==> src/rtl/da_interpolator_phase.sv <==
// Bit-serial distributed-arithmetic engine for one polyphase branch of an
// upsampling interpolator: y = round_sat(sum COEF[k]*x[k]).
module da_interpolator_phase #(
    parameter int DATA_W    = 8,
    parameter int COEF_W    = 12,
    parameter int NTAPS     = 2,
    parameter int FRAC_BITS = 10,
    parameter logic [NTAPS*COEF_W-1:0] COEFS = '0
) (
    input  logic                    clk,
    input  logic                    reset,
    input  logic                    step_en,
    input  logic                    in_valid,
    output logic                    in_ready,
    input  logic [NTAPS*DATA_W-1:0] in_samples,
    output logic                    out_valid,
    output logic [DATA_W-1:0]       out_sample,
    output logic                    busy
);

    localparam int ACC_W = DATA_W + COEF_W + $clog2(NTAPS) + 1;
    localparam int BIT_W = (DATA_W > 1) ? $clog2(DATA_W) : 1;
    localparam logic [BIT_W-1:0]        LAST_BIT = BIT_W'(DATA_W - 1);
    localparam logic signed [ACC_W-1:0] SAT_MAX  = ACC_W'((1 << (DATA_W - 1)) - 1);
    localparam logic signed [ACC_W-1:0] SAT_MIN  = ~SAT_MAX;
    localparam logic signed [ACC_W-1:0] RND_HALF = ACC_W'(1 << (FRAC_BITS - 1));

    typedef enum logic [1:0] {
        S_IDLE,
        S_RUN,
        S_ROUND
    } state_t;

    state_t r_state;
    state_t w_next;

    logic [DATA_W-1:0]        r_shift [NTAPS];
    logic signed [ACC_W-1:0]  r_acc;
    logic [BIT_W-1:0]         r_bit;
    logic signed [DATA_W-1:0] r_out;
    logic                     r_out_valid;

    logic                     w_accept;
    logic                     w_step;
    logic                     w_last;
    logic signed [ACC_W-1:0]  w_coef [NTAPS];
    logic signed [ACC_W-1:0]  w_psum;
    logic signed [ACC_W-1:0]  w_term;
    logic signed [ACC_W-1:0]  w_rnd;
    logic signed [ACC_W-1:0]  w_scaled;
    logic signed [DATA_W-1:0] w_sat;

    // Sign-extend each constant coefficient to accumulator width.
    for (genvar k = 0; k < NTAPS; k++) begin : g_coef
        assign w_coef[k] = {{(ACC_W - COEF_W){COEFS[k*COEF_W + COEF_W - 1]}},
                            COEFS[k*COEF_W +: COEF_W]};
    end

    always_ff @(posedge clk) begin
        if (reset) begin
            r_state <= S_IDLE;
        end else begin
            r_state <= w_next;
        end
    end

    always_comb begin
        w_next   = r_state;
        in_ready = 1'b0;
        busy     = 1'b0;
        case (r_state)
            S_IDLE: begin
                in_ready = 1'b1;
                if (in_valid) begin
                    w_next = S_RUN;
                end
            end
            S_RUN: begin
                busy = 1'b1;
                if (step_en && (r_bit == LAST_BIT)) begin
                    w_next = S_ROUND;
                end
            end
            S_ROUND: begin
                busy   = 1'b1;
                w_next = S_IDLE;
            end
            default: begin
                w_next = S_IDLE;
            end
        endcase
    end

    assign w_accept = (r_state == S_IDLE) && in_valid;
    assign w_step   = (r_state == S_RUN) && step_en;
    assign w_last   = (r_bit == LAST_BIT);

    // Partial product for the current bit plane: sum of coefficients whose
    // sample bit is set.
    always_comb begin
        w_psum = '0;
        for (int unsigned k = 0; k < NTAPS; k++) begin
            if (r_shift[k][0]) begin
                w_psum = w_psum + w_coef[k];
            end
        end
    end

    assign w_term   = w_psum <<< r_bit;
    assign w_rnd    = r_acc + RND_HALF;
    assign w_scaled = w_rnd >>> FRAC_BITS;

    always_comb begin
        w_sat = w_scaled[DATA_W-1:0];
        if (w_scaled > SAT_MAX) begin
            w_sat = SAT_MAX[DATA_W-1:0];
        end else if (w_scaled < SAT_MIN) begin
            w_sat = SAT_MIN[DATA_W-1:0];
        end
    end

    always_ff @(posedge clk) begin
        if (reset) begin
            r_acc       <= '0;
            r_bit       <= '0;
            r_out       <= '0;
            r_out_valid <= 1'b0;
            for (int unsigned k = 0; k < NTAPS; k++) begin
                r_shift[k] <= '0;
            end
        end else begin
            r_out_valid <= 1'b0;
            if (w_accept) begin
                r_acc <= '0;
                r_bit <= '0;
                for (int unsigned k = 0; k < NTAPS; k++) begin
                    r_shift[k] <= in_samples[k*DATA_W +: DATA_W];
                end
            end else if (w_step) begin
                // MSB plane carries the negative two's-complement weight.
                if (w_last) begin
                    r_acc <= r_acc - w_term;
                    r_bit <= '0;
                end else begin
                    r_acc <= r_acc + w_term;
                    r_bit <= r_bit + BIT_W'(1);
                end
                for (int unsigned k = 0; k < NTAPS; k++) begin
                    r_shift[k] <= r_shift[k] >> 1;
                end
            end
            if (r_state == S_ROUND) begin
                r_out       <= w_sat;
                r_out_valid <= 1'b1;
            end
        end
    end

    assign out_valid  = r_out_valid;
    assign out_sample = r_out;

endmodule

==> config.mk <==
export PLATFORM = sky130hd
export DESIGN_NAME = da_interpolator_phase
export DESIGN_NICKNAME = d
export VERILOG_FILES = /design/src/rtl/da_interpolator_phase.sv
export SDC_FILE = /design/constraint.sdc
export NUM_CORES = 1
export LEC_CHECK = 0
export CORE_ASPECT_RATIO = 0.6
export CORE_MARGIN = 4
export CORE_UTILIZATION = 27
export DETAILED_ROUTE_END_ITERATION = 12
export DONT_BUFFER_PORTS = 1
export HOLD_SLACK_MARGIN = 0.03
export PLACE_DENSITY = 0.46
export RECOVER_POWER = 50
export SLEW_MARGIN = 20
export SYNTH_ARGS = -nofsm -noshare
export SYNTH_HDL_FRONTEND = slang
export SYNTH_SLANG_ARGS = --single-unit
==> constraint.sdc <==
create_clock -name clk -period 2.34 [get_ports clk]
set_clock_uncertainty 0.1 [all_clocks]
set_input_delay 0.702 -clock clk [delete_from_list [all_inputs] [get_ports clk]]
set_output_delay 0.702 -clock clk [all_outputs]
set_load 0.05 [all_outputs]
======== Yosys cells after proc, flatten, opt, wreduce, memory -nomap -nowiden ========
Index checks and enable logic that the tools add are counted.
storage, ports and cells
  input port bits ......................... 20
  word-level logic and storage cells ...... 34
  flip-flop bits (word level) ............. 36
  output and inout bits ................... 11
cells by class
  reduce and logical (&&, ||, !) cells .... 7
  $lt $le $gt $ge ......................... 2
  equality and inequality tests ........... 5
  multiplexer cells ....................... 10
  shift operators ......................... 1
  add/subtract/negate cells ............... 4
operator list
  cell                                                                              number
  22-bit by 11-bit adder with 22-bit output, second input constant                  1
  22-bit adder                                                                      1
  22-bit two-way mux                                                                1
  1-bit by 3-bit <<< shifter with 22-bit output, first input constant               1
  22-bit subtractor                                                                 1
  8-bit two-way mux                                                                 2
  12-bit by 8-bit greater-than comparator with 1-bit output, second input constant  1
  12-bit by 8-bit less-than comparator with 1-bit output, second input constant     1
  2-bit two-way mux                                                                 2
  2-bit inequality test, second input constant                                      2
  2-bit case mux with 2 select lines                                                1
  2-bit OR reduction                                                                2
  3-bit by 1-bit adder with 3-bit output, second input constant                     1
  3-bit equality test, second input constant                                        1
  1-bit logical AND                                                                 3
  1-bit two-way mux                                                                 3
  3-bit two-way mux                                                                 1
  2-bit by 1-bit equality test with 1-bit output, second input constant             1
  2-bit equality test, second input constant                                        1
  2-bit logical NOT                                                                 1
  2-bit AND reduction                                                               1

======== Depth between registers and ports, before layout ========
  depth after elaboration ................. 4
  mapped depth ............................ 6
  gate-level depth less buffers ........... 6

======== Least setup slack after synthesis ========
OpenSTA, ideal clock, no wires.
  path kind ............................... register to output
  start point ............................. register r_state[0]
  end point ............................... output port busy
  data required time ...................... 1538 ps
  path slack .............................. 590 ps
  data arrival time ....................... 948 ps
  buffers on the path ..................... 0
  cell stages (with the launch flop) ...... 3
  path through ............................ dfxtp_1 > inv_1 > ha_1
on the way
  cells in the longest elaborated chain, start to end .. 3
  elaborated cells between the ends (all ways) .. 4
  those cells by class .................... eq/ne: 2; mux: 1; reduce/logical: 1
RTL lines
  what                                                                                          RTL line  source
  from (decl)                                                                                   34        state_t r_state;
  from (signal assigned)                                                                        63        r_state <= w_next;
  2-bit by 1-bit equality test with 1-bit output / 2-bit equality test (equally long branches)  71        case (r_state)
  2-bit OR reduction (no source line) *                                                         n/a
  1-bit two-way mux *                                                                           71
  to (decl)                                                                                     18        output logic busy
Every way passes the cells marked *; elsewhere a longest branch is shown, timed or not.

======== Worst setup path after layout ========
Ends and elaborated chain as after synthesis.

==> metrics.txt <==
Hold Path Origin r_bit[2]$_SDFFE_PP0P_; htree depth 1; clk buf depth 2; mean instance size in the synthesized netlist ~9.3 sq um; I/O pin count 31; HPWL after DPL 1928 um; unrepaired setup endpoints after global routing false; pin count of the biggest net entering global routing 16; ys async rst share 0%; chip height 61.10 um; placed insts 193; setup TNS 0 ns; WHS Endpoint r_bit[2]$_SDFFE_PP0P_; Initial Util 29.34%; Root Buffer clkbuf_8; cell taking the most area after synthesis dfxtp_1; Max-Cap Viols 0; vias in the first global route 885; Slew Limit Fails 0; CTS Hold Bufs 0; CTS buffer count 3; Post-CTS Setup Inserts 0; Commonest cells post-synth dfxtp_1 (27), nand3_1 (14), nor2_1 (13), and2_1 (10); initial antenna violation count 0; Final Hold Vio Count 0; Finish-stage setup viols 0; number of gates resized after cts 0; Hold Crit Depth 2; number of synthesized flops with an enable pin 0; Worst-path clk slew 0.09 ns; Area Overhead vs Synth 6.805%; first-pass GRT wire length 4119 um; Slew @ Worst Pin roughly 0.56 ns; worst reg2reg path depth 6; Pwr Density 673.0 mW/mm^2; Leak 0.0004991 uW; Startpoint Class flop; Seq/Total Area, Yosys 42.60%; Synth cell types 34; Skew-Pair Late Insertion Delay around 0.27 ns; Vias/cell 4.701; WP data required 1.54 ns; layout cell share with drive strength beyond 1 8.759%; relative slew slack roughly 63%; synthesized area 0.001269 sq mm; DRC viols 0; Arrival @ worst endpoint 1.29 ns; Tot GR Track Use 9.394%; status finished clean; Area contributors post-synth dfxtp_1 (43%), ha_1 (7.9%), nand3_1 (5.5%); Layout Cells excl Fill 197; CTS tree yes; maximum VDD drop 0.1957 mV; kind of critical path reg -> out; die area roughly 0.006 sq mm; most numerous cell in the Yosys netlist dfxtp_1; Synthesized Nets ~160; Cells after Synth 136; Yosys reg bits 27; min Tclk post-route 2.090 ns; Core ar. 0.004324 sq mm; Iteration-0 DRC Markers 58; fin crit share 89.31%; worst-path fanout max 3; DRT Pass-1 Iters 4; drt wl/cell 12.32 um; Worst setup EP type output port; die width 96.50 um; Std-Cell Rows 18; Util after Layout 31.34%; Diodes inserted 0; r2r endpoint out_sample[1]$_SDFFE_PP0P_; ANT nets after route 0; share of the synthesized area in the top cell type between 40 and 50%; total wire length 2428 um; grt ovf 0; Min-Delay Path Class reg -> reg; Final nets approximately 170; port bufs 0; register-to-register setup slack 0.48 ns; Peak Freq 478.5 MHz; Sink Count 27; prevailing post-synth register cell dfxtp_1; Final GP Congestion 0.7807; Reg2Reg Launch Point r_acc[9]$_SDFFE_PP0P_; overall power 911.9 uW; YS warnings 0; vias post-DR between 900 and 1,000
## power breakdown
group	leakage [uW]	total, uW	internal, uW	switching, uW
logic	0.000255	117	37.0	80.4
registers	0.000218	537	478	58.8
clock network	0.0000255	258	119	139
total	0.000499	912	634	278
## area by class of cell
cell class | instances | area, sq um
Timing Repair Buffer | 2 | 7.507
Clock inverter | 1 | 5.005
Fill cell | 476 | 2969
Tap cell | 60 | 75.07
Clock buffer | 3 | 41.29
Sequential cell | 27 | 540.5
Inverter | 6 | 22.52
Multi-Input combinational cell | 98 | 663.1
## flip-flops by register name, indices dropped and copies added, names as in the netlist
signal      cells
r_state         2
out_valid       1
out_sample      8
r_acc          13
r_bit           3
## through the flow
step	setup slack, ns	hold slack, ns	area [sq um]
4_1_cts	0.2331	0.3738	1363
3_3_place_gp	0.5035	0.3493	1316
2_1_floorplan	0.5904	0.3400	1269
3_5_place_dp	0.4807	0.3630	1316
5_1_grt	0.1818	0.3660	1355
6_report	0.2501	0.3704	1355
## how the worst max path moves through the flow
stage | to | depth (start not counted) | slack (ns) | startpoint
after detailed placement | out_sample[1]$_SDFFE_PP0P_ | 6 | 0.48 | r_acc[10]$_SDFFE_PP0P_
after floorplan | busy | 2 | 0.59 | r_state[0]$_SDFFE_PP0P_
after global placement | out_sample[2]$_SDFFE_PP0P_ | 6 | 0.50 | r_acc[10]$_SDFFE_PP0P_
after CTS | busy | 2 | 0.23 | r_state[0]$_SDFFE_PP0P_
final | busy | 2 | 0.25 | r_state[0]$_SDFFE_PP0P_
after global routing | busy | 2 | 0.18 | r_state[1]$_SDFFE_PP0P_
## critical path, cell delays in order (launching register included)
cell and delay, ns:
dfxtp_1 0.36, inv_1 0.08, ha_1 0.57
## per-layer routing
metal	GRT usage [%]	vias up	wire (um)
li1	-	478	-
met1	12.95	420	1216
met2	13.43	26	977
met3	3.785	2	206
met4	2.994	0	27
met5	0	-	0
## layout by cell type, fill, tap and decap left out, types with 2 or more instances in the layout
| master | instances |
|---|---|
| dfxtp_1 | 27 |
| nand3_1 | 14 |
| nor2_1 | 13 |
| a211oi_1 | 8 |
| ha_1 | 8 |
| and2_1 | 7 |
| inv_1 | 6 |
| nand2_1 | 6 |
| nand4_1 | 5 |
| xnor2_1 | 5 |
| a21oi_1 | 5 |
| nor3_1 | 3 |
| and2_0 | 3 |
| clkbuf_8 | 3 |
| and3_2 | 2 |
| a21oi_2 | 2 |
| xor2_1 | 2 |
| clkbuf_1 | 2 |
## cells by family (layout without fill, tap and decap cells)
group                      after synthesis  in the layout  synth area share, %
AOI/OAI and AO/OA                       23             23                13.91
DFF                                     27             27                42.60
adders and majority gates                8              8                7.890
xor gates and xnor gates                 7              7                4.832
and+or+nand+nor                         59             59                24.85
buffers and inverters                   11             12                5.128
muxes                                    1              1               0.7890
Note: power is estimated with default switching activity, not from simulation.
